`config.mk`:
```
export PLATFORM = sky130hd
export DESIGN_NAME = fetch_queue
export DESIGN_NICKNAME = d
export VERILOG_FILES = /design/src/rtl/fetch_pkg.sv /design/src/rtl/fetch_fifo.sv /design/src/rtl/fetch_queue.sv
export SDC_FILE = /design/constraint.sdc
export NUM_CORES = 1
export LEC_CHECK = 0
export CAP_MARGIN = 20
export CORE_UTILIZATION = 40
export CTS_CLUSTER_DIAMETER = 30
export DETAILED_ROUTE_END_ITERATION = 12
export SLEW_MARGIN = 20
export SYNTH_ARGS = -nofsm -noshare
export SYNTH_HDL_FRONTEND = slang
export SYNTH_SLANG_ARGS = --single-unit
export TNS_END_PERCENT = 5
```
`constraint.sdc`:
```
create_clock -name clk -period 4.4 [get_ports clk]
set_input_delay 0.88 -clock clk [delete_from_list [all_inputs] [get_ports clk]]
set_output_delay 0.88 -clock clk [all_outputs]
set_load 0.1 [all_outputs]
```
`src/rtl/fetch_pkg.sv`:
```
// fetch_pkg: shared types for the instruction fetch front end.
//   inst_t        - one 32-bit instruction word
//   fetch_entry_t - queue entry {pc, inst}
//   state_e       - fetch request FSM states
package fetch_pkg;
  localparam int INST_BYTES = 4;

  typedef logic [31:0] inst_t;

  typedef struct packed {
    logic [31:0] pc;
    inst_t       inst;
  } fetch_entry_t;

  typedef enum logic [1:0] {IDLE, WAIT, STALE} state_e;
endpackage

```
`src/rtl/fetch_fifo.sv`:
```
// fetch_fifo: DEPTH-entry circular buffer of fetch entries.
//   clk, rst_n   - clock, async active-low reset
//   flush_i      - drop all entries (head jumps to tail), overrides enq/deq
//   enq_i        - write WIDTH entries from enq_data_i at the tail
//   deq_n_i      - retire 0..WIDTH entries from the head
//   count_o      - current occupancy
//   rd_data_o    - entries head+0 .. head+WIDTH-1 (unqualified)
module fetch_fifo
  import fetch_pkg::*;
#(
  parameter int WIDTH = 2,
  parameter int DEPTH = 8,
  localparam int AW = $clog2(DEPTH),
  localparam int PW = AW + 1,
  localparam int NW = $clog2(WIDTH + 1)
) (
  input  logic                     clk,
  input  logic                     rst_n,
  input  logic                     flush_i,
  input  logic                     enq_i,
  input  fetch_entry_t [WIDTH-1:0] enq_data_i,
  input  logic [NW-1:0]            deq_n_i,
  output logic [PW-1:0]            count_o,
  output fetch_entry_t [WIDTH-1:0] rd_data_o
);
  logic [PW-1:0] head_q, tail_q, count_q;
  fetch_entry_t  mem_q [DEPTH];

  // Pointers carry a wrap bit; only the low AW bits address storage.
  logic unused_ptr_msbs;
  assign unused_ptr_msbs = head_q[AW] ^ tail_q[AW];

  always_ff @(posedge clk or negedge rst_n) begin
    if (!rst_n) begin
      head_q  <= '0;
      tail_q  <= '0;
      count_q <= '0;
    end else if (flush_i) begin
      head_q  <= tail_q;
      count_q <= '0;
    end else begin
      head_q <= head_q + PW'(deq_n_i);
      if (enq_i) begin
        tail_q  <= tail_q + PW'(WIDTH);
        count_q <= count_q + PW'(WIDTH) - PW'(deq_n_i);
      end else begin
        count_q <= count_q - PW'(deq_n_i);
      end
    end
  end

  // Storage needs no reset: nothing is read as valid until count covers it.
  always_ff @(posedge clk) begin
    if (enq_i && !flush_i) begin
      for (int k = 0; k < WIDTH; k++) begin
        mem_q[tail_q[AW-1:0] + AW'(k)] <= enq_data_i[k];
      end
    end
  end

  for (genvar i = 0; i < WIDTH; i++) begin : g_rd
    assign rd_data_o[i] = mem_q[head_q[AW-1:0] + AW'(i)];
  end

  assign count_o = count_q;
endmodule

```
`src/rtl/fetch_queue.sv`:
```
// fetch_queue: N-wide fetch front end. Owns the fetch PC, issues one
// WIDTH-word request at a time to instruction memory, buffers responses
// in fetch_fifo and presents the oldest WIDTH entries to decode.
//   clk, reset        - clock, async active-low reset
//   redirect_valid/pc - flush queue, refetch from redirect_pc
//   can_proceed       - per-lane decode accept (leading-ones prefix used)
//   imem_req_*        - request handshake, addr = fetch PC
//   imem_resp_*       - in-order response, word k = instruction at addr+4k
//   inst_valid/inst/pc- decode lanes, lane i = queue head + i
module fetch_queue
  import fetch_pkg::*;
#(
  parameter int          WIDTH    = 2,
  parameter int          DEPTH    = 8,
  parameter logic [31:0] RESET_PC = 32'h0000_0000
) (
  input  logic                  clk,
  input  logic                  reset,
  input  logic                  redirect_valid,
  input  logic [31:0]           redirect_pc,
  input  logic [WIDTH-1:0]      can_proceed,
  output logic                  imem_req_valid,
  output logic [31:0]           imem_req_addr,
  input  logic                  imem_req_ready,
  input  logic                  imem_resp_valid,
  input  logic [WIDTH*32-1:0]   imem_resp_data,
  output logic [WIDTH-1:0]      inst_valid,
  output logic [WIDTH-1:0][31:0] inst,
  output logic [WIDTH-1:0][31:0] pc
);
  localparam int AW = $clog2(DEPTH);
  localparam int PW = AW + 1;
  localparam int NW = $clog2(WIDTH + 1);

  state_e        state_q;
  logic [31:0]   fetch_pc_q;
  logic [PW-1:0] count;
  logic [NW-1:0] deq_n;
  logic          enq, space_ok, run;
  fetch_entry_t [WIDTH-1:0] enq_data, rd_data;

  logic [31:0] redir_pc_al;
  logic        unused_redir_lsbs;
  assign redir_pc_al       = {redirect_pc[31:2], 2'b00};
  assign unused_redir_lsbs = ^redirect_pc[1:0];

  for (genvar i = 0; i < WIDTH; i++) begin : g_lane
    assign inst_valid[i]    = count > PW'(i);
    assign inst[i]          = rd_data[i].inst;
    assign pc[i]            = rd_data[i].pc;
    assign enq_data[i].pc   = fetch_pc_q + 32'(INST_BYTES * i);
    assign enq_data[i].inst = imem_resp_data[32*i +: 32];
  end

  // Retire the leading run of accepted+valid lanes; a gap ends the run.
  always_comb begin
    deq_n = '0;
    run   = 1'b1;
    for (int i = 0; i < WIDTH; i++) begin
      if (run && can_proceed[i] && inst_valid[i]) deq_n = deq_n + NW'(1);
      else run = 1'b0;
    end
    if (redirect_valid) deq_n = '0;
  end

  // Room is checked against the current count only; with a single
  // outstanding request, dequeues can only add room before the response.
  assign space_ok       = (PW'(DEPTH) - count) >= PW'(WIDTH);
  assign imem_req_valid = reset && (state_q == IDLE) && space_ok && !redirect_valid;
  assign imem_req_addr  = fetch_pc_q;
  assign enq            = (state_q == WAIT) && imem_resp_valid && !redirect_valid;

  always_ff @(posedge clk or negedge reset) begin
    if (!reset) begin
      state_q    <= IDLE;
      fetch_pc_q <= RESET_PC;
    end else begin
      if (redirect_valid)  fetch_pc_q <= redir_pc_al;
      else if (enq)        fetch_pc_q <= fetch_pc_q + 32'(INST_BYTES * WIDTH);
      unique case (state_q)
        IDLE:    if (imem_req_valid && imem_req_ready) state_q <= WAIT;
        // A response always closes the outstanding request, even if a
        // redirect in the same cycle discards its data.
        WAIT:    if (imem_resp_valid)     state_q <= IDLE;
                 else if (redirect_valid) state_q <= STALE;
        STALE:   if (imem_resp_valid)     state_q <= IDLE;
        default: state_q <= IDLE;
      endcase
    end
  end

  fetch_fifo #(.WIDTH(WIDTH), .DEPTH(DEPTH)) u_fifo (
    .clk        (clk),
    .rst_n      (reset),
    .flush_i    (redirect_valid),
    .enq_i      (enq),
    .enq_data_i (enq_data),
    .deq_n_i    (deq_n),
    .count_o    (count),
    .rd_data_o  (rd_data)
  );
endmodule

```
==> summary.md <==
| Metric | Value |
|---|---|
| Routed via count | 14200 |
| Buffers added on ports | 257 |
| Number of instances in the synthesized netlist | 1350 |
| Critical path capture point | pc[46] |
| Ys flop type | sky130_fd_sc_hd__edfxtp_1 |
| Buffers inserted during post-CTS setup optimization | 0 |
| Actual transition at the worst max-transition pin | 1.05 ns |
| Initial antenna violation count | 0 |
| Number of vias per cell after detailed routing | 5.52 |
| Global-route usage over all layers | 18.7% |
| Worst skew pair latency | 0.63 ns |
| Standard-cell rows | 92 |
| Origin of the critical flop-to-flop path | u_fifo.count_o[1] |
| CTS tree | built |
| # fillers | 5019 |
| CTS resizes | 0 |
| IO Count | 266 |
| Remaining global-route overflow | 0 |
| Share of Yosys cell area claimed by the top area cell type | 58.0% |
| Ant. Diodes | 0 |
| Largest net degree at the start of global routing | 125 |
| Routed wirelength normalized by instance count | 23.4 um |
| EDFF count, synth | 496 |
| Worst clock skew | 0.0243 ns |
| 1st-pass router iterations | 5 |
| Worst min-delay path class | input port to async pin |
| Global-route wire length before repair | 92800 um |
| Hold bufs inserted after CTS | 0 |
| Die width | 255 um |
| Element type at the critical path end | output port |
| Count of routing violations after the opening detailed-route iteration | 805 |
| Number of global-route vias before repair | 15500 |
| Final setup violation count | 0 |
| Class of the most critical setup path | flip-flop to output port |
| Max frequency | 248 MHz |
| Number of nets at the end of the flow | 1756 |
| Area Overhead vs Synth | 29.7% |
| Worst reg2reg endpoint | u_fifo.count_o[3] |
| Worst-case register-to-register setup slack | 1.23 ns |
| Sequential fraction of the synthesis area | 62.0% |
| Run status | finished, final reports clean |
| Synth cell types | 57 |
| Global placement routability congestion | 0.782 |
| Chip Height | 255 um |
| RSZ-0062 raised after global routing | false |
| Total DRC errors in the routed layout | 0 |
| DP HPWL | 37200 um |
| Origin of the worst setup path | u_fifo.head_q[0] |
| Arrival time at the worst endpoint | 3.15 ns |
| Clock transition at the register clock pins on the worst setup and hold paths after CTS | 0.05 ns |
| Share of async-settable or async-resettable flops after synthesis | 7.64% |
| Startpoint kind of the worst setup timing path | flip-flop |
| Final Max Slew Viols | 0 |
| Tightest slew margin relative to the limit | 29.7% |
| Leading area contributor after synthesis | sky130_fd_sc_hd__edfxtp_1 |
| Yosys warning total | 0 |
| Clock root buffer | sky130_fd_sc_hd__clkbuf_16 |
| Number of buffers created by CTS | 113 |
| Cells taking the most area after synthesis | sky130_fd_sc_hd__edfxtp_1 58%, sky130_fd_sc_hd__mux4_2 22%, sky130_fd_sc_hd__mux2_2 5.4%, sky130_fd_sc_hd__dfrtp_1 4.0%, sky130_fd_sc_hd__buf_4 1.1% |
| Flip-flop and latch count after synthesis | 537 |
| Max Buffers Root-to-Sink | 3 |
| Biggest fanout along the worst timing path | 44 |
| Remaining antenna violation count after routing | 0 |
| Area of the placeable core | 63300 um2 |
| Die Footprint | 65200 um2 |
| TritonCTS sink count | 537 |
| Syn Area/Cell | 19.0 um2 |
| Data required time at the worst endpoint | 3.52 ns |
| Starting density of the core | 40.6% |
| Share of cells above drive strength 1 | 42.7% |
| Time the worst path needs with I/O delays and setup | 4.03 ns |
| Max H-tree Level | 3 |
| Routed Wire Length | 60300 um |
| Number of cells on the worst reg-to-reg path | 15 |
| Final cycle utilization of the critical path | 91.7% |
| Library cell with the highest instance count after synthesis | sky130_fd_sc_hd__edfxtp_1 |
| Post-synthesis cell area | 25700 um2 |
| Commonest cells post-synth | 496 x sky130_fd_sc_hd__edfxtp_1, 248 x sky130_fd_sc_hd__mux4_2, 124 x sky130_fd_sc_hd__mux2_2, 55 x sky130_fd_sc_hd__clkbuf_1, 41 x sky130_fd_sc_hd__dfrtp_1 |
| Hold Violations, Final | 0 |
| Smallest hold slack | 0.353 ns |
| Number of violations of the max-capacitance limit | 0 |
## routing by layer
metal	vias up	wire, um	track usage (%)
met2	417	31200	32.2
met4	0	1200	6.29
met1	7524	25000	24.0
met3	80	2850	3.27
met5	-	0	0
li1	6214	-	-
## metrics by stage
stage / TNS (ns) / instance area (um2) / util (%) / worst slack (ns) / instances
6_report: 0 / 33300 / 52.6 / 0.365 / 2577
2_1_floorplan: -194.83 / 25700 / - / -0.521 / 1355
5_1_grt: 0 / 33300 / 52.6 / 0.227 / 2577
4_1_cts: 0 / 33300 / 52.6 / 0.269 / 2577
3_3_place_gp: 0 / 29600 / 46.7 / 0.980 / 2363
3_5_place_dp: 0 / 29600 / 46.7 / 0.981 / 2363
## placed cells by master (no fill, tap or decap), types with 4 or more instances in the layout
master	instances
sky130_fd_sc_hd__clkdlybuf4s50_1	130
sky130_fd_sc_hd__conb_1	6
sky130_fd_sc_hd__nand2_1	40
sky130_fd_sc_hd__o31ai_1	7
sky130_fd_sc_hd__clkinv_1	16
sky130_fd_sc_hd__nand4_1	16
sky130_fd_sc_hd__buf_12	78
sky130_fd_sc_hd__clkbuf_1	16
sky130_fd_sc_hd__or2_2	4
sky130_fd_sc_hd__nand3_1	19
sky130_fd_sc_hd__inv_6	8
sky130_fd_sc_hd__or4_1	10
sky130_fd_sc_hd__clkinvlp_4	16
sky130_fd_sc_hd__buf_4	85
sky130_fd_sc_hd__inv_1	18
sky130_fd_sc_hd__a31oi_1	11
sky130_fd_sc_hd__edfxtp_1	496
sky130_fd_sc_hd__ha_1	17
sky130_fd_sc_hd__mux4_2	248
sky130_fd_sc_hd__nor3_1	9
sky130_fd_sc_hd__and4_1	8
sky130_fd_sc_hd__mux2_2	124
sky130_fd_sc_hd__xnor2_1	28
sky130_fd_sc_hd__and2_1	4
sky130_fd_sc_hd__dfrtp_1	38
sky130_fd_sc_hd__clkbuf_8	4
sky130_fd_sc_hd__and2_4	4
sky130_fd_sc_hd__clkinv_4	5
sky130_fd_sc_hd__nor4_1	5
sky130_fd_sc_hd__clkbuf_16	114
sky130_fd_sc_hd__xor2_1	17
sky130_fd_sc_hd__o21ai_0	20
sky130_fd_sc_hd__nor2_1	26
sky130_fd_sc_hd__clkinv_2	22
sky130_fd_sc_hd__bufinv_16	10
## critical path, cell delays in order, from the launching register on
cell and delay [ns]:
sky130_fd_sc_hd__dfrtp_4 0.62, sky130_fd_sc_hd__ha_4 0.61, sky130_fd_sc_hd__buf_12 0.34, sky130_fd_sc_hd__mux4_2 0.36, sky130_fd_sc_hd__mux2_2 0.35, sky130_fd_sc_hd__buf_12 0.19
## worst min path at each step
stage | end | slack, ns | cells past startpoint
6_report | imem_req_addr[9] | 0.35 | 2
5_1_grt | imem_req_addr[11] | 0.37 | 2
4_1_cts | imem_req_addr[11] | 0.32 | 2
3_5_place_dp | u_fifo.head_q[2] | 0.55 | 2
3_3_place_gp | u_fifo.head_q[2] | 0.56 | 2
2_1_floorplan | u_fifo.mem_q[0][39] | 0.50 | 0
## final cells by class
| class | count | area [um2] | share of cell area (%) |
|---|---|---|---|
| flip-flops and latches | 537 | 15900 | 47.8 |
| clock inverters | 80 | 753 | 2.26 |
| inverters | 19 | 71.3 | 0.214 |
| multi-input cells | 666 | 9020 | 27.1 |
| well taps | 846 | 1060 | 3.18 |
| repair buffers | 295 | 3510 | 10.5 |
| clock buffers | 134 | 2970 | 8.91 |
## cells by family after synthesis
| kind of cell | after synthesis | synth area share [%] |
|---|---|---|
| other | 1 | 0.0146 |
| flip-flops | 537 | 62.0 |
| adder cells (fa/ha/maj) | 21 | 1.11 |
| AO/OA/AOI/OAI | 52 | 1.31 |
| AND/OR/NAND/NOR | 167 | 3.63 |
| multiplexers | 374 | 27.3 |
| buffers and inverters | 152 | 3.13 |
| XOR/XNOR | 46 | 1.57 |
## registers in the layout, summed over array words and instances, names as in the netlist
signal and count:
u_fifo.mem_q 496, u_fifo.tail_q 2, imem_req_addr 30, u_fifo.head_q 3
u_fifo.count_o 4, state_q 2
Power is left out: the tool's default activity adds up to more than one toggle a clock period on the data nets, which glitch-free logic cannot reach.
